**src/rtl/connect4_pkg.sv**
```systemverilog
// Shared Connect Four constants, win encodings, sequencer states and cursor helpers.
package connect4_pkg;

  localparam int COLS  = 7;
  localparam int ROWS  = 6;
  localparam int COL_W = 3;
  localparam int ROW_W = 3;
  localparam int CELLS = COLS * ROWS;

  typedef logic [COL_W-1:0] col_t;
  typedef logic [ROW_W-1:0] row_t;

  localparam logic [1:0] WIN_NONE   = 2'b00;
  localparam logic [1:0] WIN_RED    = 2'b01;
  localparam logic [1:0] WIN_YELLOW = 2'b10;
  localparam logic [1:0] WIN_DRAW   = 2'b11;

  typedef enum logic [2:0] {
    SELECT = 3'd0,
    DROP   = 3'd1,
    WRITE  = 3'd2,
    CHECK  = 3'd3,
    OVER   = 3'd4
  } state_t;

  function automatic col_t wrap_right(input col_t c);
    return (c == col_t'(COLS - 1)) ? '0 : col_t'(c + 1'b1);
  endfunction

  function automatic col_t wrap_left(input col_t c);
    return (c == '0) ? col_t'(COLS - 1) : col_t'(c - 1'b1);
  endfunction

endpackage

```
**src/rtl/column_height_tracker.sv**
```systemverilog
// Per-column fill heights of the board: increment on a write, clear on restart,
// and a full flag per column.
module column_height_tracker
  import connect4_pkg::*;
(
  input  logic                  clk,
  input  logic                  reset,
  input  logic                  clear,
  input  logic                  inc,
  input  col_t                  inc_col,
  output row_t [COLS-1:0]       heights,
  output logic [COLS-1:0]       full
);

  // NOTE: the heights are a handful of flops, not a RAM, so they take the reset
  // like any other state; a restart clears them through the same path.
  always_ff @(posedge clk) begin
    if (reset || clear) begin
      heights <= '0;
    end else if (inc) begin
      for (int c = 0; c < COLS; c++) begin
        if (inc_col == col_t'(c) && heights[c] != row_t'(ROWS)) begin
          heights[c] <= heights[c] + 1'b1;
        end
      end
    end
  end

  always_comb begin
    for (int c = 0; c < COLS; c++) begin
      full[c] = (heights[c] == row_t'(ROWS));
    end
  end

endmodule

```
**src/rtl/move_sequencer.sv**
```systemverilog
// Connect Four turn controller: cursor, disc drop animation, board write, win check.
// Define MOVE_SEQ_CPU_EN to let the CPU port play the yellow moves.
module move_sequencer
  import connect4_pkg::*;
#(
  parameter int START_COL = 3
) (
  input  logic       clk,
  input  logic       reset,
  input  logic       right,
  input  logic       left,
  input  logic       enter,
  input  logic       tick,
  input  logic       check_done,
  input  logic [1:0] win_in,
  input  logic       cpu_req,
  input  logic [2:0] cpu_col,
  output logic       cpu_ack,
  output logic [2:0] cursor,
  output logic       player,
  output logic       drop_active,
  output logic [2:0] drop_row,
  output logic       wr_en,
  output logic [2:0] wr_col,
  output logic [2:0] wr_row,
  output logic       check_start,
  output logic       clear_board,
  output logic [6:0] col_full,
  output logic [1:0] win
);

  state_t          state;
  col_t            col;
  logic [5:0]      move_count;
  row_t [COLS-1:0] heights;
  logic [COLS-1:0] full;
  row_t            col_height;
  logic            cursor_full;
  logic            restart;
  logic            cpu_turn;
  logic            cpu_valid;

  assign restart = (state == OVER) && enter;

  column_height_tracker u_heights (
    .clk     (clk),
    .reset   (reset),
    .clear   (restart),
    .inc     (wr_en),
    .inc_col (col),
    .heights (heights),
    .full    (full)
  );

  // NOTE: every variable gets a default before the loop so no path leaves it
  // unassigned, which would otherwise infer a latch.
  always_comb begin
    col_height  = '0;
    cursor_full = 1'b0;
    for (int c = 0; c < COLS; c++) begin
      if (col == col_t'(c))    col_height  = heights[c];
      if (cursor == col_t'(c)) cursor_full = full[c];
    end
  end

`ifdef MOVE_SEQ_CPU_EN
  logic cpu_col_full;

  always_comb begin
    cpu_col_full = 1'b0;
    for (int c = 0; c < COLS; c++) begin
      if (cpu_col == col_t'(c)) cpu_col_full = full[c];
    end
  end

  // Yellow's turn belongs to the CPU port; buttons are locked out meanwhile.
  assign cpu_turn  = (state == SELECT) && player;
  assign cpu_valid = (cpu_col < col_t'(COLS)) && !cpu_col_full;
`else
  logic unused_cpu_col;

  assign cpu_turn       = 1'b0;
  assign cpu_valid      = 1'b0;
  assign unused_cpu_col = ^cpu_col;
`endif

  // NOTE: all state here is sequential, so every assignment is non-blocking.
  always_ff @(posedge clk) begin
    if (reset || restart) begin
      state       <= SELECT;
      cursor      <= col_t'(START_COL);
      player      <= 1'b0;
      move_count  <= '0;
      win         <= WIN_NONE;
      col         <= '0;
      drop_row    <= '0;
      check_start <= 1'b0;
      cpu_ack     <= 1'b0;
      clear_board <= restart && !reset;
    end else begin
      check_start <= 1'b0;
      clear_board <= 1'b0;
      cpu_ack     <= cpu_turn && cpu_req;

      case (state)
        SELECT: begin
          if (cpu_turn) begin
            if (cpu_req && cpu_valid) begin
              cursor   <= cpu_col;
              col      <= cpu_col;
              drop_row <= row_t'(ROWS - 1);
              state    <= DROP;
            end
          end else if (enter) begin
            // Enter wins over a same-cycle right/left, even when it is refused.
            if (!cursor_full) begin
              col      <= cursor;
              drop_row <= row_t'(ROWS - 1);
              state    <= DROP;
            end
          end else if (right && !left) begin
            cursor <= wrap_right(cursor);
          end else if (left && !right) begin
            cursor <= wrap_left(cursor);
          end
        end

        DROP: begin
          if (drop_row == col_height) begin
            state <= WRITE;
          end else if (tick) begin
            drop_row <= drop_row - 1'b1;
          end
        end

        WRITE: begin
          move_count  <= move_count + 1'b1;
          check_start <= 1'b1;
          state       <= CHECK;
        end

        CHECK: begin
          if (check_done) begin
            if (win_in != WIN_NONE) begin
              win   <= win_in;
              state <= OVER;
            end else if (move_count == 6'(CELLS)) begin
              win   <= WIN_DRAW;
              state <= OVER;
            end else begin
              player <= ~player;
              state  <= SELECT;
            end
          end
        end

        OVER: begin
          state <= OVER;
        end

        default: begin
          state <= SELECT;
        end
      endcase
    end
  end

  assign drop_active = (state == DROP);
  assign wr_en       = (state == WRITE);
  assign wr_col      = wr_en ? col : '0;
  assign wr_row      = wr_en ? col_height : '0;
  assign col_full    = full;

endmodule

```
**config.mk**
```make
export PLATFORM = sky130hd
export DESIGN_NAME = move_sequencer
export DESIGN_NICKNAME = d
export VERILOG_FILES = /design/src/rtl/connect4_pkg.sv /design/src/rtl/column_height_tracker.sv /design/src/rtl/move_sequencer.sv
export SDC_FILE = /design/constraint.sdc
export NUM_CORES = 1
export LEC_CHECK = 0
export ABC_CLOCK_PERIOD_IN_PS = 2600
export CAP_MARGIN = 5
export CORE_ASPECT_RATIO = 0.8
export CORE_UTILIZATION = 35
export CTS_CLUSTER_DIAMETER = 120
export CTS_CLUSTER_SIZE = 28
export DETAILED_ROUTE_END_ITERATION = 6
export GPL_TIMING_DRIVEN = 0
export PLACE_DENSITY_LB_ADDON = 0.05
export SLEW_MARGIN = 20
export SYNTH_ARGS = -nofsm -noshare
export SYNTH_HDL_FRONTEND = slang
export SYNTH_SLANG_ARGS = --single-unit
```
**constraint.sdc**
```tcl
create_clock -name clk -period 2.6 [get_ports clk]
set_clock_uncertainty 0.1 [all_clocks]
set_input_delay 0.52 -clock clk [delete_from_list [all_inputs] [get_ports clk]]
set_output_delay 0.52 -clock clk [all_outputs]
set_load 0.05 [all_outputs]
```
==> impl_summary.md <==
Clock tree
The clock drives 44 sinks. The worst-case clock buffer depth is 2. The root buffer cell chosen for the clock tree is clkbuf_8. TritonCTS built the clock tree. The number of buffers created by CTS is 5.

The number of setup buffers added after CTS is 0. The total number of H-tree levels is 2. The number of buffers inserted by hold repair at cts is 0. After clock tree synthesis, the clock-pin slew on the worst setup and hold paths is 90 ps. At the later pin of the worst-skew pair, clock insertion delay measures 300 ps.

Layout
The multi-input combinational cells in the finished layout cover a total of 1760 um^2. The number of nets in the layout is 414. The share of the core filled with cells is 44.3%. The repair_antennas step left the layout with diodes totalling 0. The fraction of final layout cells sized beyond drive strength 1 is 10.3%. The growth of design area from synthesis to finish is 20.9%. Fill cells in the final layout number 755. The register cell area after layout is 881 um^2.

Synthesis
The synthesized design contains 44 register bits. nor2_1 is the most common cell in the netlist. The number of nets handed over by synthesis was 374. Counting flops with a built-in enable in the synthesized netlist gives 0. The mean cell area of the mapped netlist is 8.20 um^2. In the synthesized netlist the async set-or-reset flop fraction comes to 0%. Sorting the synthesized cells by area gives the leading types as dfxtp_1, ha_1, nor2_1, nand2_1, a21oi_1. The share of Yosys cell area claimed by the top area cell type is 31.9%.

The synthesized netlist contains 62 unique library cells. The cell area that synthesis handed to floorplanning was 2760 um^2. The Yosys step of the flow raised 0 warnings. Ranked by instance count, the synthesized netlist is headed by nor2_1, dfxtp_1, nand2_1, ha_1, inv_1. Synthesis produced a netlist whose cell count is 337.

The top cell type by total area after synthesis is dfxtp_1. The primary flip-flop cell chosen by synthesis mapping is dfxtp_1. The sequential cell area fraction in the yosys report is 31.9%.

Detailed routing
The average vias per placed instance is 5.06. The number of iterations in the first detailed-routing pass is 4. The detailed-route via count is 2,439. The number of antenna-violating nets in the routed design is 0. In this run, the number of DRC markers left after iteration 0 of detailed routing was 90.

The total DRC errors in the routed layout is 0. The routed wire length per instance is 14.9 um. After detailed routing, the total wire length is 7180 um.

Floorplan
The floorplan die area is 8250 um^2. The die outline width is 101 um. The placeable core region is 7530 um^2. The initial utilization of the core area, before any placement, comes to 36.7%. After floorplanning, the core was divided into 28 placement rows. In this run the vertical extent of the chip is 81.5 um. The I/O pin count is 40.

Power and ir drop
Internal power comes to 0.00136 W. Summed over all nets, the switching power comes to 0.00103 W. The sequential share of power is 34.9%. The fraction of power consumed by the clock network is 17.9%.

For this design the static power due to leakage is 1.34 nW. Of the total power, combinational logic draws 47.2%. The total power draw is 0.00239 W.

For this design the ratio of total power to cell area is 716 nW/um^2. The worst IR drop on VDD is 364 uV. The switching share of power is 43.2%.

GRT
The total congestion overflow after global routing is 0. The initial antenna violation count is 0. The global-route total usage across every layer is 19.1%. The via count of the first global-routing pass is 2,270.

Entering global routing, the biggest net connects 13 pins. The wire length of the first global-routing pass is 11,900 um.

Timing
The final-report setup violation count is 0. The max-slew violation count was 0. The minimum clock period is 2530 ps. The worst hold slack is 400 ps. In this run the tightest slew margin relative to its limit is 52.8%.

Derived from the worst setup path, the maximum achievable clock frequency is 0.395 GHz. Setup repair after global routing left no endpoint under its margin. At the pin with the least slew margin, the transition time is 708 ps. The count of endpoints failing hold in the final timing report is 0.

The final clock period utilization by the worst path is 97.3%.

Setup path
The required arrival time at the worst endpoint is 1980 ps. The category of the worst setup path launch point is a flop. The critical path data arrival time is 1910 ps. Of all nets on the critical path, the largest fanout is 4. STA classifies the critical path endpoint as an output pin. The path type of the worst setup path is flop to output pin.

Hold path
In this run the worst hold path is classified as flop to flop.

Place
Detailed placement finished with a half-perimeter wire length of 5400 um. The final weighted congestion in routability-driven placement is 0.801. The count of port buffers added during placement is 34.

Run
The max-cap violation count is 0.

Run status
The flow ran to the end, and the final reports show no timing, DRC or antenna violations.
[worst max-delay path, cell delays in order (launching register included)]
cell and delay (ps):
dfxtp_1 400, ha_1 160, and2_1 210, clkdlybuf4s50_1 840
[through the flow]
step / setup TNS (ps) / worst slack (ps) / instance area [um^2] / std cells
finish: 0 / 69.8 / 3340 / 482
global placement: -5390 / -481 / 3230 / 476
detailed placement: -5400 / -460 / 3230 / 476
CTS: -120 / -79.2 / 3320 / 483
global route: 0 / 4.01 / 3340 / 482
floorplan: 0 / 1.71 / 2760 / 337
[power by group through the flow]
stage	Sequential [W]	Clock, W	Combinational (W)
3_3_place_gp	0.000850	0	0.00111
4_1_cts	0.000834	0.000445	0.00112
6_report	0.000835	0.000428	0.00113
3_5_place_dp	0.000849	0	0.00112
2_1_floorplan	0.000930	0	0.000738
5_1_grt	0.000848	0.000470	0.00125
[final timing paths]
check | startpoint | to | slack [ps] | depth (start not counted)
worst max-delay path | u_heights.heights[16] | col_full[5] | 70 | 3
worst min-delay path | win[1] | win[1] | 400 | 2
worst max register to register | cursor[0] | drop_row[2] | 190 | 8
worst min register to register | win[1] | win[1] | 400 | 2
[state kept, by name, indices dropped and copies added, names as in the netlist, 2 cells and up]
name / flops
col: 3
u_heights.heights: 21
win: 2
cursor: 3
move_count: 6
drop_row: 3
state: 3
[kinds of logic after synthesis]
group,count (synthesis),share of synthesized area [%]
AO/OA/AOI/OAI,70,18.3
XOR/XNOR,17,5.39
adder cells (fa/ha/maj),24,10.9
buffers and inverters,35,5.30
flip-flops,44,31.9
multiplexers,7,2.76
other,1,0.136
AND/OR/NAND/NOR,139,25.4
[final cells by class]
| class | count | share of cell area [%] |
|---|---|---|
| multi-input cells | 258 | 52.7 |
| flip-flops and latches | 44 | 26.4 |
| repair buffers | 34 | 9.89 |
| well taps | 105 | 3.93 |
| plain buffers | 14 | 2.51 |
| inverters | 20 | 2.25 |
| clock buffers | 6 | 2.17 |
| clock inverters | 1 | 0.150 |
[repair_timing]
action	4_1_cts	5_1_grt
gates cloned	0	0
resized for setup	27	26
hold endpoints to repair	0	0
pin swaps	0	1
setup endpoints to repair	18	24
[layer usage]
| layer | up-vias | track usage (%) | part of all wire [%] |
|---|---|---|---|
| li1 | 1261 | - | - |
| met1 | 1122 | 28.6 | 54 |
| met2 | 51 | 28.6 | 42 |
| met3 | 5 | 3.06 | 3.4 |
| met4 | 0 | 3.91 | 0.59 |
| met5 | - | 0 | 0 |
[layout by cell type, fill, tap and decap left out, types with 5 or more instances in the layout]
cell type	n
nor2_1	52
dfxtp_1	44
nand2_1	25
ha_1	24
clkdlybuf4s50_1	23
inv_1	19
a21oi_1	17
and2_1	9
a211oi_1	9
xor2_1	9
xnor2_1	8
clkbuf_1	6
nand3_1	6
nor3_1	6
mux2i_1	5
nand2b_1	5
o21ai_0	5
clkbuf_8	5
No activity file was read; power rests on OpenSTA's default activity.
